`config.mk`:
```
export PLATFORM = sky130hd
export DESIGN_NAME = apb_reg_slave
export DESIGN_NICKNAME = d
export VERILOG_FILES = /design/src/rtl/apb_reg_slave_pkg.sv /design/src/rtl/apb_wait_fsm.sv /design/src/rtl/apb_reg_slave.sv
export SDC_FILE = /design/constraint.sdc
export NUM_CORES = 1
export LEC_CHECK = 0
export ABC_AREA = 1
export CAP_MARGIN = 20
export CORE_MARGIN = 3
export CORE_UTILIZATION = 50
export CTS_BUF_LIST = sky130_fd_sc_hd__clkbuf_4 sky130_fd_sc_hd__clkbuf_8 sky130_fd_sc_hd__clkbuf_16
export CTS_CLUSTER_SIZE = 16
export DETAILED_ROUTE_END_ITERATION = 10
export GPL_ROUTABILITY_DRIVEN = 0
export GPL_TIMING_DRIVEN = 0
export PLACE_DENSITY = 0.81
export SKIP_LAST_GASP = 1
export SLEW_MARGIN = 20
export SYNTH_ARGS = -nofsm -noshare
export SYNTH_HDL_FRONTEND = slang
export SYNTH_HIERARCHICAL = 1
export SYNTH_SLANG_ARGS = --single-unit
```
`constraint.sdc`:
```
create_clock -name pclk_i -period 12.34 [get_ports pclk_i]
set_input_delay 1.851 -clock pclk_i [delete_from_list [all_inputs] [get_ports pclk_i]]
set_output_delay 1.851 -clock pclk_i [all_outputs]
set_load 0.05 [all_outputs]
```
`src/rtl/apb_reg_slave_pkg.sv`:
```
// apb_reg_slave_pkg: shared types, widths and the strobe-to-byte-mask helper.
package apb_reg_slave_pkg;

    typedef enum logic {IDLE, ACCESS} state_t;

    localparam int DATA_W = 32;
    localparam int STRB_W = 4;

    function automatic logic [DATA_W-1:0] strb2mask(input logic [STRB_W-1:0] strb);
        logic [DATA_W-1:0] m;
        for (int i = 0; i < STRB_W; i++) m[8*i +: 8] = {8{strb[i]}};
        return m;
    endfunction

endpackage

```
`src/rtl/apb_wait_fsm.sv`:
```
// apb_wait_fsm: APB IDLE/ACCESS sequencing with programmable wait states.
// Ports: clk, rst (async, active-high); psel, penable from the bus;
// start pulses on the setup edge, pready is the completer ready, commit
// pulses in the completion cycle. Dropping psel during ACCESS aborts.
module apb_wait_fsm
    import apb_reg_slave_pkg::*;
#(
    parameter int WAIT_CYCLES = 1
) (
    input  logic clk,
    input  logic rst,
    input  logic psel,
    input  logic penable,
    output logic start,
    output logic pready,
    output logic commit
);

    state_t     state, state_nx;
    logic [3:0] cnt, cnt_nx;

    always_ff @(posedge clk or posedge rst) begin
        if (rst) begin
            state <= IDLE;
            cnt   <= '0;
        end else begin
            state <= state_nx;
            cnt   <= cnt_nx;
        end
    end

    always_comb begin
        state_nx = state;
        cnt_nx   = cnt;
        start    = 1'b0;
        pready   = 1'b0;
        commit   = 1'b0;
        case (state)
            IDLE: begin
                if (psel) begin
                    state_nx = ACCESS;
                    cnt_nx   = 4'(WAIT_CYCLES);
                    start    = 1'b1;
                end
            end
            ACCESS: begin
                pready = (cnt == 4'd0);
                if (!psel) state_nx = IDLE;
                else if (penable && pready) begin
                    state_nx = IDLE;
                    commit   = 1'b1;
                end else if (cnt != 4'd0) cnt_nx = cnt - 4'd1;
            end
            default: state_nx = IDLE;
        endcase
    end

endmodule

```
`src/rtl/apb_reg_slave.sv`:
```
// apb_reg_slave: APB4 completer with NUM_RW RW registers, RO status and W1C pending.
// Ports: pclk_i/preset_i clock and async active-high reset; psel_i, penable_i,
// pwrite_i, paddr_i, pwdata_i, pstrb_i, prdata_o, pready_o, pslverr_o form the
// APB completer side; sts_i is the live status word, irq_set_i sets pending
// bits, reg_o exposes the RW registers (reg k at [32k+31:32k]), irq_o is the
// registered OR of all pending bits.
module apb_reg_slave
    import apb_reg_slave_pkg::*;
#(
    parameter int ADDR_WIDTH  = 12,
    parameter int NUM_RW      = 8,
    parameter int WAIT_CYCLES = 1
) (
    input  logic                     pclk_i,
    input  logic                     preset_i,
    input  logic                     psel_i,
    input  logic                     penable_i,
    input  logic                     pwrite_i,
    input  logic [ADDR_WIDTH-1:0]    paddr_i,
    input  logic [DATA_W-1:0]        pwdata_i,
    input  logic [STRB_W-1:0]        pstrb_i,
    output logic [DATA_W-1:0]        prdata_o,
    output logic                     pready_o,
    output logic                     pslverr_o,
    input  logic [DATA_W-1:0]        sts_i,
    input  logic [DATA_W-1:0]        irq_set_i,
    output logic [NUM_RW*DATA_W-1:0] reg_o,
    output logic                     irq_o
);

    localparam int IW = ADDR_WIDTH - 2;

    logic              start, pready, commit;
    logic [IW-1:0]     idx, idx_q;
    logic              is_rw, is_sts, is_pnd, dec_err;
    logic              write_q, err_q, rw_q, sts_q, pnd_q;
    logic [DATA_W-1:0] wdata_q;
    logic [STRB_W-1:0] strb_q;
    logic [DATA_W-1:0] regs [NUM_RW];
    logic [DATA_W-1:0] pending, pending_nx, clr, mask, rw_rd;
    logic              wr_ok;

    apb_wait_fsm #(.WAIT_CYCLES(WAIT_CYCLES)) u_fsm (
        .clk    (pclk_i),
        .rst    (preset_i),
        .psel   (psel_i),
        .penable(penable_i),
        .start  (start),
        .pready (pready),
        .commit (commit)
    );

    assign idx     = paddr_i[ADDR_WIDTH-1:2];
    assign is_rw   = idx < IW'(NUM_RW);
    assign is_sts  = idx == IW'(NUM_RW);
    assign is_pnd  = idx == IW'(NUM_RW + 1);
    assign dec_err = (|paddr_i[1:0]) | ~(is_rw | is_sts | is_pnd) | (pwrite_i & is_sts);

    // Transfer attributes are frozen at the setup edge so later bus changes cannot alter them.
    always_ff @(posedge pclk_i or posedge preset_i) begin
        if (preset_i) begin
            idx_q   <= '0;
            write_q <= 1'b0;
            err_q   <= 1'b0;
            rw_q    <= 1'b0;
            sts_q   <= 1'b0;
            pnd_q   <= 1'b0;
            wdata_q <= '0;
            strb_q  <= '0;
        end else if (start) begin
            idx_q   <= idx;
            write_q <= pwrite_i;
            err_q   <= dec_err;
            rw_q    <= is_rw;
            sts_q   <= is_sts;
            pnd_q   <= is_pnd;
            wdata_q <= pwdata_i;
            strb_q  <= pstrb_i;
        end
    end

    assign mask  = strb2mask(strb_q);
    assign wr_ok = commit & write_q & ~err_q;

    always_ff @(posedge pclk_i or posedge preset_i) begin
        if (preset_i) begin
            for (int k = 0; k < NUM_RW; k++) regs[k] <= '0;
        end else begin
            for (int k = 0; k < NUM_RW; k++)
                if (wr_ok && rw_q && idx_q == IW'(k)) regs[k] <= (regs[k] & ~mask) | (wdata_q & mask);
        end
    end

    for (genvar g = 0; g < NUM_RW; g++) begin : g_reg
        assign reg_o[DATA_W*g +: DATA_W] = regs[g];
    end

    // New set pulses override a simultaneous W1C on the same bit.
    assign clr        = (wr_ok && pnd_q) ? (wdata_q & mask) : '0;
    assign pending_nx = (pending & ~clr) | irq_set_i;

    always_ff @(posedge pclk_i or posedge preset_i) begin
        if (preset_i) begin
            pending <= '0;
            irq_o   <= 1'b0;
        end else begin
            pending <= pending_nx;
            irq_o   <= |pending_nx;
        end
    end

    always_comb begin
        rw_rd = '0;
        for (int k = 0; k < NUM_RW; k++)
            if (idx_q == IW'(k)) rw_rd = regs[k];
    end

    assign pready_o  = pready;
    assign pslverr_o = err_q & pready;
    assign prdata_o  = (pready && !write_q && !err_q) ? (rw_q ? rw_rd : sts_q ? sts_i : pending) : '0;

endmodule

```
# After elaboration in Yosys (flattened, before gate mapping)
# Cells that the tools add are included.
[op_classes]
mux = 26
n_reduce_logical = 21
n_addsub = 1
bitwise = 32
eq_ne = 13
n_lt_le_gt_ge = 1
[op_table]
columns = ["cell", "n"]
rows = [
  ["$mux 32", 12],
  ["$and 32x32->32", 10],
  ["$or 32x32->32", 9],
  ["$not 32->32", 2],
  ["$eq 10x3->1 const B", 4],
  ["$reduce_or 32->1", 1],
  ["$eq 10x2->1 const B", 2],
  ["$eq 10x4->1 const B", 2],
  ["$mux 4", 4],
  ["$logic_and 1x1->1", 13],
  ["$eq 10x1->1 const B", 1],
  ["$logic_not 10->1", 1],
  ["$lt 10x4->1 const B", 1],
  ["$mux 1", 8],
  ["$ne 2x2->1 const B", 4],
  ["$pmux 4 s2", 1],
  ["$and 1x1->1", 4],
  ["$logic_not 4->1", 1],
  ["$or 1x1->1", 4],
  ["$reduce_and 4->1", 1],
  ["$reduce_bool 4->1", 1],
  ["$sub 4x1->4 const B", 1],
  ["$not 1->1", 3],
  ["$logic_not 1->1", 2],
  ["2 further kinds", 2],
]
[word_totals]
elab_cells = 114
out_inout_bits = 291
register_bits = 345
inputBits = 117

# Longest topological paths before layout
# Gate-level depths: netlist (run 1).
[depth]
ltp_word = 13
ltp_mapped = 15
ltp_nobuf = 15

# Modules after synthesis
# The synthesis (run 1) kept the hierarchy.
[modules_own_cells]
columns = ["module", "cells_each", "n_inst", "seq_area_each_um2", "area_per_inst_um2"]
rows = [
  ["apb_reg_slave", 1976, 1, 8508.2, 15825.2],
  ["apb_wait_fsm", 37, 1, 125.1, 280.3],
]

# Worst setup path before layout (run 1)
# Ideal clock, no wire load.
[synth_timing]
kind = "input-to-output"
from = "in sts_i[12]"
to = "out prdata_o[12]"
path_slack_ns = 7.651
required_time_ns = 10.489
path_stages = 4
arrival_ns = 2.838
n_path_buf = 0
cell_sequence = "nand2_1 -> nand3_1 -> nand2_1 -> a31oi_1"
[synth_via]
elab_chain_len = 3
[synth_lines]
columns = ["element", "line_no", "rtl"]
rows = [
  ["start, declared", "apb_reg_slave.sv:25", "input logic [DATA_W-1:0] sts_i,"],
  ["$mux 32 (3 in a row)", "apb_reg_slave.sv:120", "assign prdata_o = (pready && !write_q && !err_q) ? (rw_q ? rw_rd : sts_q ? sts_i : pending) : '0;"],
  ["end, declared", "apb_reg_slave.sv:22", "output logic [DATA_W-1:0] prdata_o,"],
]
# No other way between the ends.

# Worst setup path in the final report (run 1)
[layout_timing]
from = "reg idx_q[9]"
to = "out prdata_o[24]"
[layout_via]
elab_chain_len = 11
word_cells_on_any_way = 18
cone_classes = "eq/ne (7); mux (10); reduce/logical (1)"
[layout_lines]
columns = ["element", "line_no", "rtl"]
rows = [
  ["start, declared", "apb_reg_slave.sv:34", "logic [IW-1:0] idx, idx_q;"],
  ["start signal, assigned", "apb_reg_slave.sv:71", "idx_q <= idx;"],
  ["$logic_not 10->1", "apb_reg_slave.sv:115", "if (idx_q == IW'(k)) rw_rd = regs[k];"],
  ["$mux 32 (7 in a row)", "apb_reg_slave.sv:115", ""],
  ["$mux 32 *", "apb_reg_slave.sv:115", ""],
  ["$mux 32 * (2 in a row)", "apb_reg_slave.sv:120", ""],
]
# Mark *: on every way between the ends. The rest lies on a longest branch, timed or not.

==> run summary, run 1 <==
Number of detailed-route iterations in the first pass = 6
Ys async rst share = 100%
Max-cap check violation count = 0
Die span in y = 185 um
Setup_tns = 0 ns
Number of nets produced by synthesis = 2,131
End point of the worst hold path = idx_q[7]$_DFFE_PP0P_
Mean post-synth cell area = 8.00 sq um
R2R Path End = irq_o$_DFF_PP0_
Vias per inst = 5.83
Post-CTS Repair Setup Buffers = 0
Post-route clock skew = 0.0158 ns
Total count of hold-check failures in the final report = 0
Top flip-flop cell by instance count after synthesis = dfrtp_1
Antenna violations before repair = 1
Number of vias after detailed routing = 16.8k
Share of post-route cells with drive strength above 1 = 6.64%
Final ANT Viol Nets = 0
Cts hold-fix bufs = 0
Class of the worst hold path = flip-flop to flip-flop
Startpoint of the lowest-slack register-to-register path = u_fsm/cnt[0]$_DFFE_PP0P_
Status = completed
Effective utilization at floorplan = 50.9%
Cells resized by post-CTS repair = 0
Leakage = 9.47 nW
Depth of the CTS H-tree = 2
Slew at the pin closest to its max-slew limit = 0.728 ns
Total of flip-flops plus latches after synthesis = 345
Signal arrival time at the worst endpoint = 3.98 ns
Gr usage total = 36.6%
Worst Path Required = 10.49 ns
Setup slack after layout = 6.51 ns
Part of the cycle the worst path needs = 47.2%
CTS clock-pin slew for the worst setup and hold paths = 0.06 ns
Simple-Gate Fraction of Synth Area = 26.8%
Sequential cell area fraction in the yosys report = 53.6%
Routed WL per cell = 21.9 um
Die span in x = 185 um
Share of the synthesized area in the top cell type = 53.6%
EDFF count, synth = 0
Relative slew margins = 51.5%
Number of cells traversed by the worst register-to-register path = 15
Category of the critical setup timing path = flip-flop to output pin
Wire length of the first global-routing pass = 95,500 um
Leading cell types by total area after synthesis = dfrtp_1, nand2_1, o21ai_0, nand3_1, inv_1
Number of global-route vias before repair = 16.2k
Congestion Overflow GR = 0
Area overhead of the layout relative to synthesis = 36.2%
Post-layout min period = 5.83 ns
Largest fanout of any net on the critical path = 10
CTS Sinks = 345
Residual DRC count = 0
Total die area = 34,400 sq um
Clock Tree Buf Depth = 3
Xor/xnor share of the synthesized area = 0.0544%
Library cells used by synthesis = 35
Number of buffers created by CTS = 36
Placeable core area = 31,600 sq um
Synthesized area = 16,100 sq um
Number of design-rule violations left by the first detailed-router iteration = 2,147
Clock tree from TritonCTS = done
Instance count along the most critical hold path = 2
Number of placement rows = 65
HPWL after detailed placement = 49,800 um
R2R setup slack = 9.11 ns
Gate count after technology mapping = 2,013
I/O Pins = 408
Largest net degree at the start of global routing = 77
Number of pins with negative max-slew slack in the final report = 0
Synthesized-area fraction occupied by adder cells = 0.0777%
I/O Buffers = 407
Final Net Count = 2,580
Kind of end point of the critical path = output pin
Complex-gate fraction of the synthesized area = 13.0%
Yosys warning count = 6
Multiplexer share of the synthesized area = 0%
Post-synth top area cell = dfrtp_1
Worst Hold Margin = 0.474 ns
Final routed wirelength across all metal layers = 63,200 um
Main combinational cell family by area after synthesis = simple AND/OR/NAND/NOR gates
RSZ-0062 raised after global routing = false
Clock Tree Root = clkbuf_16
Number of failing setup endpoints in the final timing report = 0
Clock latency on the worst-skew pair = 0.52 ns
Kind of launch point of the worst setup path = flip-flop
Upper clock frequency limit = 0.172 GHz
Power Density = 122 nW/um^2
Worst Min Path Start = idx_q[7]$_DFFE_PP0P_
Dpl ws = 6.75 ns
Worst-case vdd ir drop = 0.0901 mV
[power breakdown]
part | internal, mW | switching (mW) | total (mW)
logic | 0.104 | 0.319 | 0.424
registers | 1.17 | 0.0252 | 1.20
clock network | 0.606 | 0.454 | 1.06
[per-stage QoR]
| step | instance area (sq um) | util [%] | instances | total power, mW |
|---|---|---|---|---|
| CTS | 21900 | 69.3 | 2887 | 2.66 |
| global route | 21900 | 69.3 | 2888 | 2.76 |
| global placement | 20700 | 65.4 | 2822 | 1.60 |
| floorplan | 16100 | - | 2013 | 1.44 |
| detailed placement | 20800 | 65.7 | 2826 | 1.62 |
| finish | 21900 | 69.3 | 2888 | 2.68 |
[worst max-delay path, cell delays in order (launching register included)]
cell             delay, ns
dfrtp_1               0.41
nor2_4                0.24
nand2_2               0.18
clkinv_1              0.25
clkbuf_1              0.51
nand3_1               0.17
nand3_1               0.12
o211ai_1              0.14
nand4_1               0.17
nand2_1               0.11
a21oi_1               0.29
clkdlybuf4s50_1       0.87
[routing by layer]
| metal | up-vias | track usage (%) | wire, um |
|---|---|---|---|
| met2 | 1296 | 57.9 | 28700 |
| met5 | - | 0 | 0 |
| li1 | 7479 | - | - |
| met1 | 7819 | 48.2 | 23000 |
| met3 | 244 | 7.29 | 7320 |
| met4 | 0 | 19.4 | 4280 |
[layout by cell type, fill, tap and decap left out, types with 6 or more instances in the layout]
cell type / instances
nor2_1: 105
clkinv_2: 8
a31oi_1: 6
clkbuf_8: 7
nor2_2: 8
buf_1: 7
a21oi_1: 67
clkbuf_4: 7
nand4_1: 37
o211ai_1: 21
nand3_1: 156
or2_2: 8
nand2_1: 656
buf_2: 37
o21ai_0: 227
dfrtp_1: 345
inv_1: 142
nand2_2: 21
o21ai_1: 82
clkdlybuf4s50_1: 407
clkbuf_1: 49
clkbuf_16: 37
[layout make-up]
class,instances,area [sq um]
Inverter,149,568
Clock inverter,10,57.6
Sequential cell,345,8630
Tap cell,402,503
Buffer,101,467
Clock buffer,51,1070
Fill cell,2478,9700
Antenna cell,1,2.50
Multi-Input combinational cell,1418,6440
Timing Repair Buffer,411,4180
[cells by family (layout without fill, tap and decap cells)]
logic type,after synthesis,in the layout
simple gates,1010,1010
compound gates,406,406
flops,345,345
buf+inv,250,722
fa+ha+maj,1,1
xor+xnor,1,1
other cells,0,1
[cell usage after synthesis (all sizes together), types with 4 or more instances]
| cell type | instances |
|---|---|
| nor3 | 7 |
| nor4 | 4 |
| or2 | 8 |
| nor2 | 118 |
| clkbuf | 49 |
| dfrtp | 345 |
| nand2 | 677 |
| nand3 | 157 |
| inv | 147 |
| buf | 52 |
| nand4 | 38 |
| a21oi | 67 |
| o21ai | 309 |
| a31oi | 6 |
| o211ai | 21 |
[worst max path at each step]
| stage | start | end | slack, ns | cells past startpoint |
|---|---|---|---|---|
| floorplan | preset_i | async pin | 1.07 | 1 |
| finish | idx_q[9]$_DFFE_PP0P_ | prdata_o[24] | 6.51 | 11 |
| global placement | preset_i | async pin | -2.60 | 2 |
| global route | idx_q[9]$_DFFE_PP0P_ | prdata_o[24] | 6.39 | 11 |
| detailed placement | sts_i[27] | prdata_o[27] | 6.75 | 6 |
| CTS | idx_q[9]$_DFFE_PP0P_ | prdata_o[24] | 6.68 | 11 |
Note: power is estimated with default switching activity, not from simulation.
==> inputs of run 2 (changes only) <==
- clock period: 12.34 -> 5.6 ns (I/O delays scaled with it)
==> run 2 against run 1 <==
Effect of this change:
- hold slack better by 0.0012 ns
- utilization up 0.65 points
- register-to-register slack worse by 6.8 ns
- cell area up 0.94%
- routed wire length up 0.44%
- sequential share of layout area down 0.37 points
- first-iteration DRC count down 0.28%
- final cell count up 0.28%
- sequential power up 120%
- global-route usage down 0.063 points
- total power up 130%
- non-clock buffer count up 7
- critical path type unchanged
- critical endpoint unchanged
- largest power group unchanged
==> run summary, run 2 (synthesis results as in run 1) <==
I/O Buffers = 407
R2R Path End = irq_o$_DFF_PP0_
CP Launch Point = idx_q[9]$_DFFE_PP0P_
Number of pins with negative max-slew slack in the final report = 0
Clock tree from TritonCTS = done
Status = completed
Kind of end point of the critical path = output pin
Worst Hold Margin = 0.475 ns
Placeable core area = 31,600 sq um
Post-route clock skew = 0.0113 ns
Slowest stage cell, crit path = clkdlybuf4s50_1
Crit path to = prdata_o[24]
Setup slack after layout = 0.748 ns
Most prevalent standard cell on the critical path = nand3_1
Category of the critical setup timing path = flip-flop to output pin
Commonest non-fill, non-tap cell in the layout = nand2_1
Area overhead of the layout relative to synthesis = 37.5%
Max-cap check violation count = 0
Relative slew margins = 45.3%
Clock Tree Buf Depth = 3
Post-CTS Repair Setup Buffers = 0
Leakage = 9.58 nW
Depth of the CTS H-tree = 2
Number of design-rule violations left by the first detailed-router iteration = 2,141
Number of detailed-route iterations in the first pass = 7
Post-layout min period = 4.85 ns
Kind of cell adding the most delay to the critical path = buffers and inverters
Most frequent cells in the layout = nand2_1, clkdlybuf4s50_1, dfrtp_1
Startpoint of the lowest-slack register-to-register path = u_fsm/cnt[0]$_DFFE_PP0P_
Die span in y = 185 um
Power Density = 273 nW/um^2
Number of failing setup endpoints in the final timing report = 0
Congestion Overflow GR = 0
Residual DRC count = 0
Largest fanout of any net on the critical path = 10
Overall power after layout = 6.06 mW
Total count of hold-check failures in the final report = 0
Cts hold-fix bufs = 0
CTS Sinks = 345
Number of antenna diodes = 0
Slowest stage delay, CP = 0.88 ns
Antenna violations before repair = 0
Signal arrival time at the worst endpoint = 4.01 ns
Die span in x = 185 um
Total die area = 34,400 sq um
Worst-case vdd ir drop = 0.204 mV
Number of cells traversed by the worst register-to-register path = 15
Class of the worst hold path = flip-flop to flip-flop
Gr usage total = 36.6%
Final ANT Viol Nets = 0
Clock Tree Root = clkbuf_16
I/O Pins = 408
Vias per inst = 5.81
Upper clock frequency limit = 0.206 GHz
Number of global-route vias before repair = 16.3k
Slew at the pin closest to its max-slew limit = 0.820 ns
Critical path buffers and inverters = 3
Number of vias after detailed routing = 16.8k
Logic depth of the worst setup path including buffers = 11
Kind of launch point of the worst setup path = flip-flop
Chain of cells forming the critical path = nor2_4 > nand2_2 > clkinv_1 > clkbuf_1 > nand3_1 > nand3_1 > o211ai_1 > nand4_1 > nand2_1 > a21oi_1 > clkdlybuf4s50_1
Wire length of the first global-routing pass = 95,900 um
Effective utilization at floorplan = 50.9%
Dpl ws = 1.40 ns
RSZ-0062 raised after global routing = false
Part of the cycle the worst path needs = 86.6%
Number of buffers created by CTS = 36
Largest net degree at the start of global routing = 38
CTS clock-pin slew for the worst setup and hold paths = 0.06 ns
R2R setup slack = 2.28 ns
Number of fillers in the final layout = 2,404
Number of placement rows = 65
Cells resized by post-CTS repair = 0
Routed WL per cell = 21.9 um
Non-Filler Cell Area, Final = 22,100 sq um
Share of post-route cells with drive strength above 1 = 6.98%
Worst Path Required = 4.76 ns
Post-placement cell area = 20,900 sq um
Final routed wirelength across all metal layers = 63,500 um
Clock latency on the worst-skew pair = 0.52 ns
Final Net Count = 2,587
HPWL after detailed placement = 50,100 um
==> run 2: worst min path at each step <==
stage                               from                    to  cells after the start
finish              idx_q[7]$_DFFE_PP0P_  idx_q[7]$_DFFE_PP0P_                      2
global route        idx_q[6]$_DFFE_PP0P_  idx_q[6]$_DFFE_PP0P_                      2
CTS                 idx_q[7]$_DFFE_PP0P_  idx_q[7]$_DFFE_PP0P_                      2
detailed placement  idx_q[7]$_DFFE_PP0P_  idx_q[7]$_DFFE_PP0P_                      2
global placement    idx_q[5]$_DFFE_PP0P_  idx_q[5]$_DFFE_PP0P_                      2
floorplan           idx_q[4]$_DFFE_PP0P_  idx_q[4]$_DFFE_PP0P_                      2
==> run 2: worst reg2reg max path: stages (launching register included) <==
cell,delay [ns]
dfrtp_1,0.40
inv_1,0.10
ha_1,0.23
nand4_2,0.14
inv_1,0.13
nand2_1,0.08
nor2_1,0.09
nand2_1,0.06
nor2_1,0.20
nand2_1,0.22
nor2_1,0.55
nand2_1,0.14
a21oi_1,0.25
nand4_1,0.12
nor2_1,0.23
nand4_1,0.20
==> run 2: cell type report <==
type / instances / area, sq um / share of cell area (%)
flip-flops and latches: 345 / 8630 / 39.0
multi-input cells: 1418 / 6440 / 29.1
repair buffers: 418 / 4320 / 19.5
clock buffers: 54 / 1110 / 5.01
inverters: 149 / 564 / 2.55
well taps: 402 / 503 / 2.27
plain buffers: 101 / 467 / 2.11
clock inverters: 9 / 103 / 0.463
==> run 2: per-stage QoR <==
stage | std cells | TNS [ns] | util, %
3_3_place_gp | 2822 | -625.45 | 65.4
4_1_cts | 2896 | 0 | 70.0
2_1_floorplan | 2013 | 0 | -
5_1_grt | 2896 | 0 | 70.0
3_5_place_dp | 2833 | 0 | 66.2
6_report | 2896 | 0 | 70.0
==> run 2: per-layer routing <==
layer | wire length (um) | vias up | GRT usage, %
li1 | - | 7482 | -
met1 | 23500 | 7840 | 48.6
met2 | 28800 | 1262 | 57.8
met3 | 6770 | 244 | 6.18
met4 | 4440 | 0 | 19.9
met5 | 0 | - | 0
==> run 2: power breakdown <==
group | total [mW] | switching (mW) | internal [mW]
combinational | 0.943 | 0.704 | 0.239
sequential | 2.64 | 0.0573 | 2.58
clock | 2.48 | 1.01 | 1.47
total | 6.06 | 1.77 | 4.28
==> inputs of run 3 (changes only) <==
- CAP_MARGIN: 20 -> unset
- CELL_PAD_IN_SITES_DETAIL_PLACEMENT: unset -> 0
- CELL_PAD_IN_SITES_GLOBAL_PLACEMENT: unset -> 1
- CORE_UTILIZATION: 50 -> 36
- PLACE_DENSITY: 0.81 -> unset
- PLACE_DENSITY_LB_ADDON: unset -> 0.1
==> run 3 against run 2 <==
Effect of this change:
- hold slack better by 0.0060 ns
- highest routed layer unchanged
- clock-buffer cell count is 1 higher
- clock skew is 0.0077 ns higher
- register-to-register slack worse by 0.13 ns
- first-iteration DRC count is 26% lower
- non-clock buffer count is 1 higher
- cell area is 1.9% higher
- final cell count is 6.6% higher
- flip-flop and latch count stayed put
- utilization is 18 points lower
- total power is 4.6% higher
- combinational power is 1% higher
==> run summary, run 3 (synthesis results as in run 1) <==
Status = completed
Class of the worst hold path = flip-flop to flip-flop
Number of global-route vias before repair = 15.4k
Internal power component = 4.47 mW
Post-route clock skew = 0.0190 ns
Combinational share of power = 15.1%
Residual DRC count = 0
Kind of launch point of the worst setup path = flip-flop
Worst-case vdd ir drop = 0.172 mV
Final ANT Viol Nets = 0
Max-cap check violation count = 0
Routing usage on met3 = 5.75%
HPWL after detailed placement = 55,700 um
Busiest metal layer after global routing = met2
Kind of cell adding the most delay to the critical path = buffers and inverters
Relative slew margins = 53.3%
Multi-input gate area = 6440 sq um
Worst Path Required = 4.76 ns
Commonest non-fill, non-tap cell in the layout = nand2_1
Depth of the CTS H-tree = 2
Gr usage total = 28.5%
Most frequent cells in the layout = nand2_1, clkdlybuf4s50_1, dfrtp_1
Category of the critical setup timing path = flip-flop to output pin
Power Density = 281 nW/um^2
Upper clock frequency limit = 0.206 GHz
Clock tree from TritonCTS = done
Number of vias after detailed routing = 15.8k
Final routed wirelength across all metal layers = 68,600 um
Number of design-rule violations left by the first detailed-router iteration = 1,594
Part of the cycle the worst path needs = 86.6%
Final Net Count = 2,592
Die span in x = 218 um
Met2 track utilization from global routing = 46.0%
Number of fillers in the final layout = 4,254
Largest net degree at the start of global routing = 36
Global-route track usage on met1 = 39.4%
Clock Tree Buf Depth = 3
Die span in y = 218 um
Number of placement rows = 76
Clock network power share = 43.4%
Non-Filler Cell Area, Final = 22,600 sq um
Critical path buffers and inverters = 3
Largest fanout of any net on the critical path = 10
Area overhead of the layout relative to synthesis = 40.1%
Vias per inst = 5.10
Kind of end point of the critical path = output pin
Total die area = 47,300 sq um
Setup_tns = 0 ns
CTS clock-pin slew for the worst setup and hold paths = 0.06 ns
Dpl ws = 1.35 ns
Cells resized by post-CTS repair = 0
Number of detailed-route iterations in the first pass = 6
Number of antenna diodes = 0
Leakage = 9.66 nW
Most prevalent standard cell on the critical path = nand3_1
Antenna violations before repair = 0
Number of pins with negative max-slew slack in the final report = 0
Proportion of total power due to net switching = 29.5%
Effective utilization at floorplan = 36.9%
Cts hold-fix bufs = 0
Slowest stage cell, crit path = clkdlybuf4s50_1
Clock latency on the worst-skew pair = 0.56 ns
Signal arrival time at the worst endpoint = 4.01 ns
I/O Pins = 408
Setup slack after layout = 0.753 ns
Post-layout min period = 4.85 ns
Chain of cells forming the critical path = nor2_4 > nand2_2 > clkinv_1 > clkbuf_1 > nand3_1 > nand3_1 > o211ai_1 > nand4_1 > nand2_1 > a21oi_1 > clkdlybuf4s50_1
Post-placement cell area = 21,200 sq um
Sequential group share of total power = 41.5%
Worst Hold Margin = 0.481 ns
CTS Sinks = 345
Reg area = 8630 sq um
Number of failing setup endpoints in the final timing report = 0
Final core area utilization = 51.7%
I/O Buffers = 407
Slowest stage delay, CP = 0.87 ns
Routed WL per cell = 22.2 um
Wire length of the first global-routing pass = 100,000 um
Slew at the pin closest to its max-slew limit = 0.699 ns
P_sw = 1.87 mW
Post-CTS Repair Setup Buffers = 0
Number of buffers created by CTS = 40
RSZ-0062 raised after global routing = false
Share of post-route cells with drive strength above 1 = 7.31%
Total count of hold-check failures in the final report = 0
Clock Tree Root = clkbuf_16
Congestion Overflow GR = 0
Placeable core area = 43,600 sq um
-- run 3: changes by cell type in the layout (fill, tap and decap cells not counted) --
| cell | before | now |
|---|---|---|
| clkbuf_8 | 9 | 6 |
| buf_16 | 3 | 4 |
| clkinvlp_4 | 1 | 4 |
| clkinv_4 | 0 | 2 |
| bufinv_16 | 2 | 4 |
| clkbuf_16 | 37 | 41 |
-- run 3: metrics by stage --
step	power [mW]	std cells
floorplan	3.17	2013
global placement	3.58	3005
detailed placement	3.62	3017
CTS	6.37	3088
global route	6.56	3088
finish	6.34	3088
-- run 3: layout make-up --
type,instances,share of cell area [%]
plain buffers,101,2.07
clock inverters,16,0.899
clock buffers,55,5.18
repair buffers,419,19.3
well taps,585,3.24
multi-input cells,1418,28.6
inverters,149,2.50
flip-flops and latches,345,38.3
-- run 3: worst register-to-register path, delay by kind of cell (launching register included) --
family	cells	cell delay, ns
and+or+nand+nor	11	2.20
AOI/OAI and AO/OA	1	0.22
adders and majority gates	1	0.23
DFF	1	0.39
buffers and inverters	2	0.23
-- run 3: power groups by stage --
stage	Sequential, mW	Clock, mW	Combinational [mW]
2_1_floorplan	2.67	0	0.499
3_3_place_gp	2.67	0	0.910
6_report	2.63	2.75	0.957
4_1_cts	2.63	2.79	0.947
3_5_place_dp	2.67	0	0.945
5_1_grt	2.64	2.89	1.03
-- run 3: path summary, 6_finish.rpt --
| path | cells after the start | to | slack [ns] | from |
|---|---|---|---|---|
| max | 11 | prdata_o[23] | 0.75 | idx_q[9]$_DFFE_PP0P_ |
| min | 2 | idx_q[7]$_DFFE_PP0P_ | 0.48 | idx_q[7]$_DFFE_PP0P_ |
| max reg2reg | 15 | irq_o$_DFF_PP0_ | 2.15 | u_fsm/cnt[0]$_DFFE_PP0P_ |
| min reg2reg | 2 | idx_q[7]$_DFFE_PP0P_ | 0.48 | idx_q[7]$_DFFE_PP0P_ |
| max in group asynchronous | 7 | async pin | 3.51 | preset_i |
| min in group asynchronous | 2 | u_fsm/cnt[3]$_DFFE_PP0P_ | 0.57 | preset_i |
-- run 3: per-layer routing --
layer	routed length [um]	up-vias	part of all wire (%)
li1	-	7523	-
met1	30100	7481	44
met2	31400	660	46
met3	5430	90	7.9
met4	1650	0	2.4
met5	0	-	0
